[src/rtl/rf_wb_arbiter.sv]
// Write-back arbiter for the register-file write port: round-robin grant among
// ALU/LSU/CSR, registered write port, and a per-register busy scoreboard.
module rf_wb_arbiter #(
  parameter int DATA_W = 32,
  parameter int ADDR_W = 5
) (
  input  logic              clk,
  input  logic              rst_n,

  input  logic              alu_valid,
  input  logic [ADDR_W-1:0] alu_rd,
  input  logic [DATA_W-1:0] alu_data,
  output logic              alu_ready,

  input  logic              lsu_valid,
  input  logic [ADDR_W-1:0] lsu_rd,
  input  logic [DATA_W-1:0] lsu_data,
  output logic              lsu_ready,

  input  logic              csr_valid,
  input  logic [ADDR_W-1:0] csr_rd,
  input  logic [DATA_W-1:0] csr_data,
  output logic              csr_ready,

  output logic              wren,
  output logic [ADDR_W-1:0] rd_addr,
  output logic [DATA_W-1:0] reg_data,

  input  logic              mark_valid,
  input  logic [ADDR_W-1:0] mark_addr,
  input  logic [ADDR_W-1:0] q_rs1,
  input  logic [ADDR_W-1:0] q_rs2,
  input  logic [ADDR_W-1:0] q_rd,
  output logic              stall
);

  localparam int NREG = 2 ** ADDR_W;

  // Requester index 0=ALU, 1=LSU, 2=CSR; ptr never leaves 0..2.
  function automatic logic [1:0] wrap3(input logic [2:0] v);
    return (v >= 3'd3) ? 2'(v - 3'd3) : v[1:0];
  endfunction

  logic [2:0]        valid;
  logic [2:0]        grant;
  logic [1:0]        sel;
  logic              xfer;
  logic [ADDR_W-1:0] sel_rd;
  logic [DATA_W-1:0] sel_data;
  logic              write_next;

  logic [1:0]        ptr_reg;
  logic [1:0]        ptr_next;
  logic              wren_reg;
  logic [ADDR_W-1:0] rd_addr_reg;
  logic [DATA_W-1:0] reg_data_reg;
  logic [NREG-1:1]   busy_reg;
  logic [NREG-1:0]   busy;

  assign valid = {csr_valid, lsu_valid, alu_valid};

  always_comb begin
    logic [1:0] idx;
    logic       found;
    grant = '0;
    sel   = 2'd0;
    found = 1'b0;
    idx   = 2'd0;
    for (int i = 0; i < 3; i++) begin
      idx = wrap3({1'b0, ptr_reg} + 3'(i));
      if (!found && valid[idx]) begin
        grant[idx] = 1'b1;
        sel        = idx;
        found      = 1'b1;
      end
    end
  end

  assign alu_ready = grant[0];
  assign lsu_ready = grant[1];
  assign csr_ready = grant[2];

  // A grant is only ever issued to a valid requester, so any grant is a transfer.
  assign xfer = |grant;

  always_comb begin
    sel_rd   = alu_rd;
    sel_data = alu_data;
    case (sel)
      2'd1: begin
        sel_rd   = lsu_rd;
        sel_data = lsu_data;
      end
      2'd2: begin
        sel_rd   = csr_rd;
        sel_data = csr_data;
      end
      default: ;
    endcase
  end

  assign write_next = xfer && (sel_rd != '0);
  assign ptr_next   = xfer ? wrap3({1'b0, sel} + 3'd1) : ptr_reg;

  always_ff @(posedge clk or negedge rst_n) begin
    if (!rst_n) begin
      ptr_reg      <= 2'd0;
      wren_reg     <= 1'b0;
      rd_addr_reg  <= '0;
      reg_data_reg <= '0;
    end else begin
      ptr_reg  <= ptr_next;
      wren_reg <= write_next;
      if (write_next) begin
        rd_addr_reg  <= sel_rd;
        reg_data_reg <= sel_data;
      end
    end
  end

  assign wren     = wren_reg;
  assign rd_addr  = rd_addr_reg;
  assign reg_data = reg_data_reg;

  // Set has priority over clear: a newly issued producer owns the register.
  generate
    for (genvar gi = 1; gi < NREG; gi++) begin : g_busy
      always_ff @(posedge clk or negedge rst_n) begin
        if (!rst_n) begin
          busy_reg[gi] <= 1'b0;
        end else if (mark_valid && (mark_addr == ADDR_W'(gi))) begin
          busy_reg[gi] <= 1'b1;
        end else if (wren_reg && (rd_addr_reg == ADDR_W'(gi))) begin
          busy_reg[gi] <= 1'b0;
        end
      end
    end
  endgenerate

  assign busy  = {busy_reg, 1'b0};
  assign stall = busy[q_rs1] | busy[q_rs2] | busy[q_rd];

endmodule

[config.mk]
export PLATFORM = sky130hd
export DESIGN_NAME = rf_wb_arbiter
export DESIGN_NICKNAME = d
export VERILOG_FILES = /design/src/rtl/rf_wb_arbiter.sv
export SDC_FILE = /design/constraint.sdc
export NUM_CORES = 1
export LEC_CHECK = 0
export ABC_CLOCK_PERIOD_IN_PS = 5250
export BUFFER_PORTS_ARGS = -buffer_cell sky130_fd_sc_hd__buf_2
export CORE_AREA = 3 3 167 137
export CTS_CLUSTER_DIAMETER = 60
export CTS_CLUSTER_SIZE = 30
export DETAILED_ROUTE_END_ITERATION = 12
export DIE_AREA = 0 0 170 140
export GPL_ROUTABILITY_DRIVEN = 0
export GPL_TIMING_DRIVEN = 1
export SKIP_LAST_GASP = 1
export SYNTH_ARGS = -nofsm -noshare
export SYNTH_HDL_FRONTEND = slang
export SYNTH_SLANG_ARGS = --single-unit
[constraint.sdc]
create_clock -name clk -period 5.25 [get_ports clk]
set_input_delay 0.7875 -clock clk [delete_from_list [all_inputs] [get_ports clk]]
set_output_delay 0.7875 -clock clk [all_outputs]
set_load 0.03 [all_outputs]
# Word level (Yosys, flattened, before mapping)
# Cells that the tools add are included.
# classes
addsub,7
n_lt_le_gt_ge,13
n_eq_ne,64
muxes,94
bitwise,4
n_reduce_logical,103
# op_table
op,n
== test 5 bit (second input constant),32
== test 5 x 4 -> 1 bit (second input constant),16
two-way mux 1 bit,73
logical AND 1 bit,68
case mux 32 bit (2 select lines),1
nonzero test 2 bit,31
== test 5 x 3 -> 1 bit (second input constant),8
== test 5 x 2 -> 1 bit (second input constant),4
less-than comparator 5 x 6 -> 1 bit (second input constant),3
binary-select mux 1 bit (select 5 bit),3
two-way mux 2 bit,7
== test 5 x 1 -> 1 bit (second input constant),2
case mux 5 bit (2 select lines),1
>= comparator 3 x 2 -> 1 bit (second input constant),3
less-than comparator 2 x 3 -> 1 bit (second input constant),3
two-way mux 3 bit,3
subtractor 2 bit (second input constant),4
adder 2 x 1 -> 3 bit (second input constant),2
binary-select mux 1 bit (select 2 bit),3
demux 1 bit (select 2 bit),3
>= comparator 2 x 1 -> 1 bit (second input constant),3
bitwise OR 3 bit,2
nonzero test 5 bit,1
adder 2 x 2 -> 3 bit (second input constant),1
other kinds (6),8
# totals
reg_bits,71
inputBits,137
output_inout_bits,42
word_cells,320

# Logic depth before layout (Yosys ltp)
# logic_depth
ltp_word,15
depth_mapped,17
ltp_nobuf,13

# Least setup slack after synthesis
# OpenSTA, ideal clock, no wires.
# synth_timing
path_kind,input to register
from,input alu_valid
to,register reg_data_reg[2] (netlist: reg_data[2])
setup_ps,136
arrival_time_ps,3228
required_ps,5114
path_slack_ps,1886
stages,13
n_path_buf,4
path_cell_list,mux2_4 > nor4_2 > o32ai_4 > buf_2 > ha_1 > buf_2 > a221oi_2 > o22ai_1 > or4_1 > buf_2 > buf_6 > nand2_1 > o211ai_1
# synth_via
elab_chain_cells,13
elab_cells_between_ends,27
classes_between,eq/ne (2); mux (16); bitwise (2); reduce/logical (7)
# synth_rtl
item,line_no,text
start: declaration,10,"input logic alu_valid,"
binary-select mux 1 bit (select 2 bit),71,if (!found && valid[idx]) begin
two-way mux 1 bit (implied by the code),71,
two-way mux 1 bit,71,
zero test 1 bit,71,
logical AND 1 bit,71,
two-way mux 1 bit,71,
zero test 1 bit,71,
logical AND 1 bit,71,
two-way mux 2 bit,71,
== test 2 bit / == test 2 x 1 -> 1 bit (equally long branches),89,case (sel)
case mux 5 bit (2 select lines),89,
nonzero test 5 bit,102,assign write_next = xfer && (sel_rd != '0);
logical AND 1 bit,102,
end signal: assignment,116,reg_data_reg <= sel_data;
end: declaration,56,logic [DATA_W-1:0] reg_data_reg;
# Parallel ways exist; a longest one is shown, timed or not. The select of a mux whose other input is x is not followed.
# A chain may end at the register's enable or synchronous reset.

# Worst setup path after layout
# layout_timing
from,register ptr_reg[0]
to,register reg_data_reg[22] (netlist: reg_data[22])
# layout_via
elab_chain_cells,15
elab_cells_between_ends,53
classes_between,add/sub (5); order compare (9); eq/ne (2); mux (25); bitwise (2); reduce/logical (10)
# layout_rtl
item,line_no,text
start: declaration,52,logic [1:0] ptr_reg;
start signal: assignment,112,ptr_reg <= ptr_next;
"parallel branches: the longest is 15 deep, another holds adder 2 x 1 -> 3 bit",--,
# Several ways; the timed one is not identified. The select of a mux whose other input is x is not followed.

==> results.md <==
* CTS tree: done
* Cells after DPL at between 1000 and 1500
* Avg Cell Area, Syn at 8.869 um2
* Synth unique cells at 50
* MaxCap Viol Count at 0
* Largest net degree at the start of global routing at slightly above 70
* Die area at roughly 0.024 mm2
* Fill cells at 2281
* RSZ-0062 raised after global routing: false
* WL final at between 15 and 20 mm
* Crit-path cells: inv_1 -> ha_1 -> inv_1 -> o221ai_1 -> o21ai_0 -> a21oi_1 -> ha_1 -> a22oi_1 -> o21ai_1 -> or4_1 -> nand2_1 -> o211ai_1
* FF/Latch Area at 0.001777 mm2
* Global-route wire length before repair at between 20 and 30 mm
* Status: completed
* Synth-to-Final Area Change at 26.35%
* Mapped Cells at just under 600
* CTS resizes at 0
* Number of synthesized flops with an enable pin at 0
* Core box area at about 0.021 mm2
* Vias per cell at roughly 5.2
* Detailed Place HPWL at 13.74 mm
* Clock Path Buffers at 2
* Layout Cells excl Fill at between 1000 and 1500
* Hold EP: reg_data[4]$_DFFE_PN0P_
* FF-to-FF End: reg_data[22]$_DFFE_PN0P_
* Share of the synthesized area in the top cell type at 0.3355
* Port bufs at roughly 180
* Final period util at 0.8307
* Most common cell in the netlist: nand2_1
* Slew Viols, Final at 0
* Buffers inserted by post-CTS timing repair at 0
* Clk_lat worst skew at about 0.34 ns
* Hold wc startpoint: reg_data[4]$_DFFE_PN0P_
* Area contributors post-synth: dfrtp_1 (34%), o21ai_0 (9.2%), mux4_2 (8.5%)
* Vias in the first global route at ~5100
* Synth warn at 0
* CTS Hold Bufs at 0
* Post-route DRC at 0
* Clk sinks at 71
* Cell Pwr Density at 770.6 mW/mm2
* Top post-synthesis cells by count: nand2_1 (114), o21ai_0 (97), dfrtp_1 (71)
* Initial cell density of the core at 0.2477
* Critical path's largest stage delay at 0.95 ns
* H-tree Lvls at 3
* # nets final at just under 900
* Horiz. Die Dim at between 150 and 200 um
* VDD IR max at ~0.54 mV
* Synth area leader: dfrtp_1
* Multi-input gate area at 0.003217 mm2
* Yosys reg bits at ~70
* IO Count at ~180
* Starting DRT DRC Count at 339
* Layout cells sized above 1 at 0.3271
* Worst hold path cell count at 2
* Post-Syn Area at about 0.0053 mm2
* Hold Slack at ~0.53 ns
* Max Clock Skew at around 0.0052 ns
* Largest register FFs at 32
* Initial antenna violation count at 0
* CP startpoint kind: flip-flop
* First-pass detailed-route iteration total at 6
* Post-layout minimum cycle time at between 4 and 5 ns
* Largest fanout on the critical path at 32
* CP max stage cell: or4_1
* Critical path type: reg -> reg
* DR vias at ~5300
* DRT antenna net count at 0
* Worst r2r src: ptr_reg[0]$_DFFE_PN0P_
* Clock transition at path regs at roughly 0.06 ns
* Sequential fraction of the synthesis area at 0.3355
* Setup TNS at 0 ns
* Crit path arrival time at 4.62 ns
* Worst endpoint required time at between 5 and 6 ns
* CTS Buf Count at 9
* Post-Syn Nets at 741
* Slew headroom at 0.2278
* Die H at around 140 um
* Reg2Reg Setup Slack at 0.89 ns
* GRT overflow at 0
* Most used DFF post-synth: dfrtp_1
* Routed length per instance at roughly 18 um
* CP Capture Type: flip-flop
* Slew @ Worst Pin at ~1.2 ns
* CTS root buffer: clkbuf_16
* Min-Delay Path Class: reg -> reg
* Row count at 48
* Final Hold Viols at 0
* GRT Total Usage at 0.1582
* Worst Reg-to-Reg Cells at 12
* Final setup fails at 0
* Ant diodes at 0
* FMAX at ~0.23 GHz
* Lkg Pwr at between 2 and 3 nW
* Fraction of registers with async set/reset at 1.000
-- final cells by class --
| class | count | share of cell area |
|---|---|---|
| well taps | 275 | 0.05143 |
| inverters | 12 | 0.006733 |
| clock buffers | 9 | 0.03366 |
| multi-input cells | 460 | 0.4808 |
| clock inverters | 7 | 0.01814 |
| repair buffers | 187 | 0.1436 |
| flip-flops and latches | 71 | 0.2656 |
-- layout by cell type (no fill, tap or decap), types with 5 or more instances in the layout --
master and n:
mux2i_1 12, o2111ai_1 37, inv_1 12, nand3_1 8, buf_2 177, a21oi_1 9
dfrtp_1 71, o21ai_0 97, mux4_2 20, o211ai_1 37, buf_4 10, nand4_1 5
ha_1 6, nor2b_1 8, a22oi_1 35, clkbuf_16 9, nand3b_1 5, nand2_1 114
nand2b_1 9, nor2_1 13
-- report_power, final --
| part | switching (W) | internal (W) |
|---|---|---|
| clock | 0.000252 | 0.000466 |
| combinational | 0.00217 | 0.00116 |
| sequential | 0.000273 | 0.000836 |
-- cells by family after synthesis --
group / count (synthesis) / share of synthesized area
flip-flops: 71 / 0.3355
adder cells (fa/ha/maj): 7 / 0.01654
AO/OA/AOI/OAI: 237 / 0.3072
AND/OR/NAND/NOR: 178 / 0.1543
multiplexers: 38 / 0.1226
buffers and inverters: 66 / 0.06380
-- metal layers --
metal  global-route usage  wire (um)  share of wire
met3              0.03188       1217          0.065
met4              0.03542        233          0.013
met5                    0          0              0
met2               0.2511       8796           0.47
met1               0.2229       8380           0.45
-- worst max-delay path by stage --
stage,start,endpoint
floorplan,alu_valid,reg_data[2]$_DFFE_PN0P_
global placement,lsu_valid,reg_data[25]$_DFFE_PN0P_
detailed placement,lsu_valid,reg_data[22]$_DFFE_PN0P_
CTS,ptr_reg[0]$_DFFE_PN0P_,reg_data[22]$_DFFE_PN0P_
global route,ptr_reg[0]$_DFFE_PN0P_,reg_data[22]$_DFFE_PN0P_
finish,ptr_reg[0]$_DFFE_PN0P_,reg_data[22]$_DFFE_PN0P_
-- critical path, delay by kind of cell, from the launching register on --
family                     cells  cell delay [ns]
AOI/OAI and AO/OA              6             1.43
adders and majority gates      2             1.12
buffers and inverters          2             0.23
DFF                            1             0.39
and+or+nand+nor                2             1.09
-- per-stage QoR --
stage / utilization / setup WS [ns] / total power, W / area, um2
2_1_floorplan: - / 1.886 / 0.003612 / 5295
3_3_place_gp: 0.2967 / 0.8926 / 0.004424 / 6344
3_5_place_dp: 0.2967 / 0.8681 / 0.004476 / 6344
4_1_cts: 0.3129 / 0.8954 / 0.005201 / 6690
5_1_grt: 0.3129 / 0.3903 / 0.005619 / 6690
6_report: 0.3129 / 0.8886 / 0.005155 / 6690
Power figures use the tool's default switching activity.
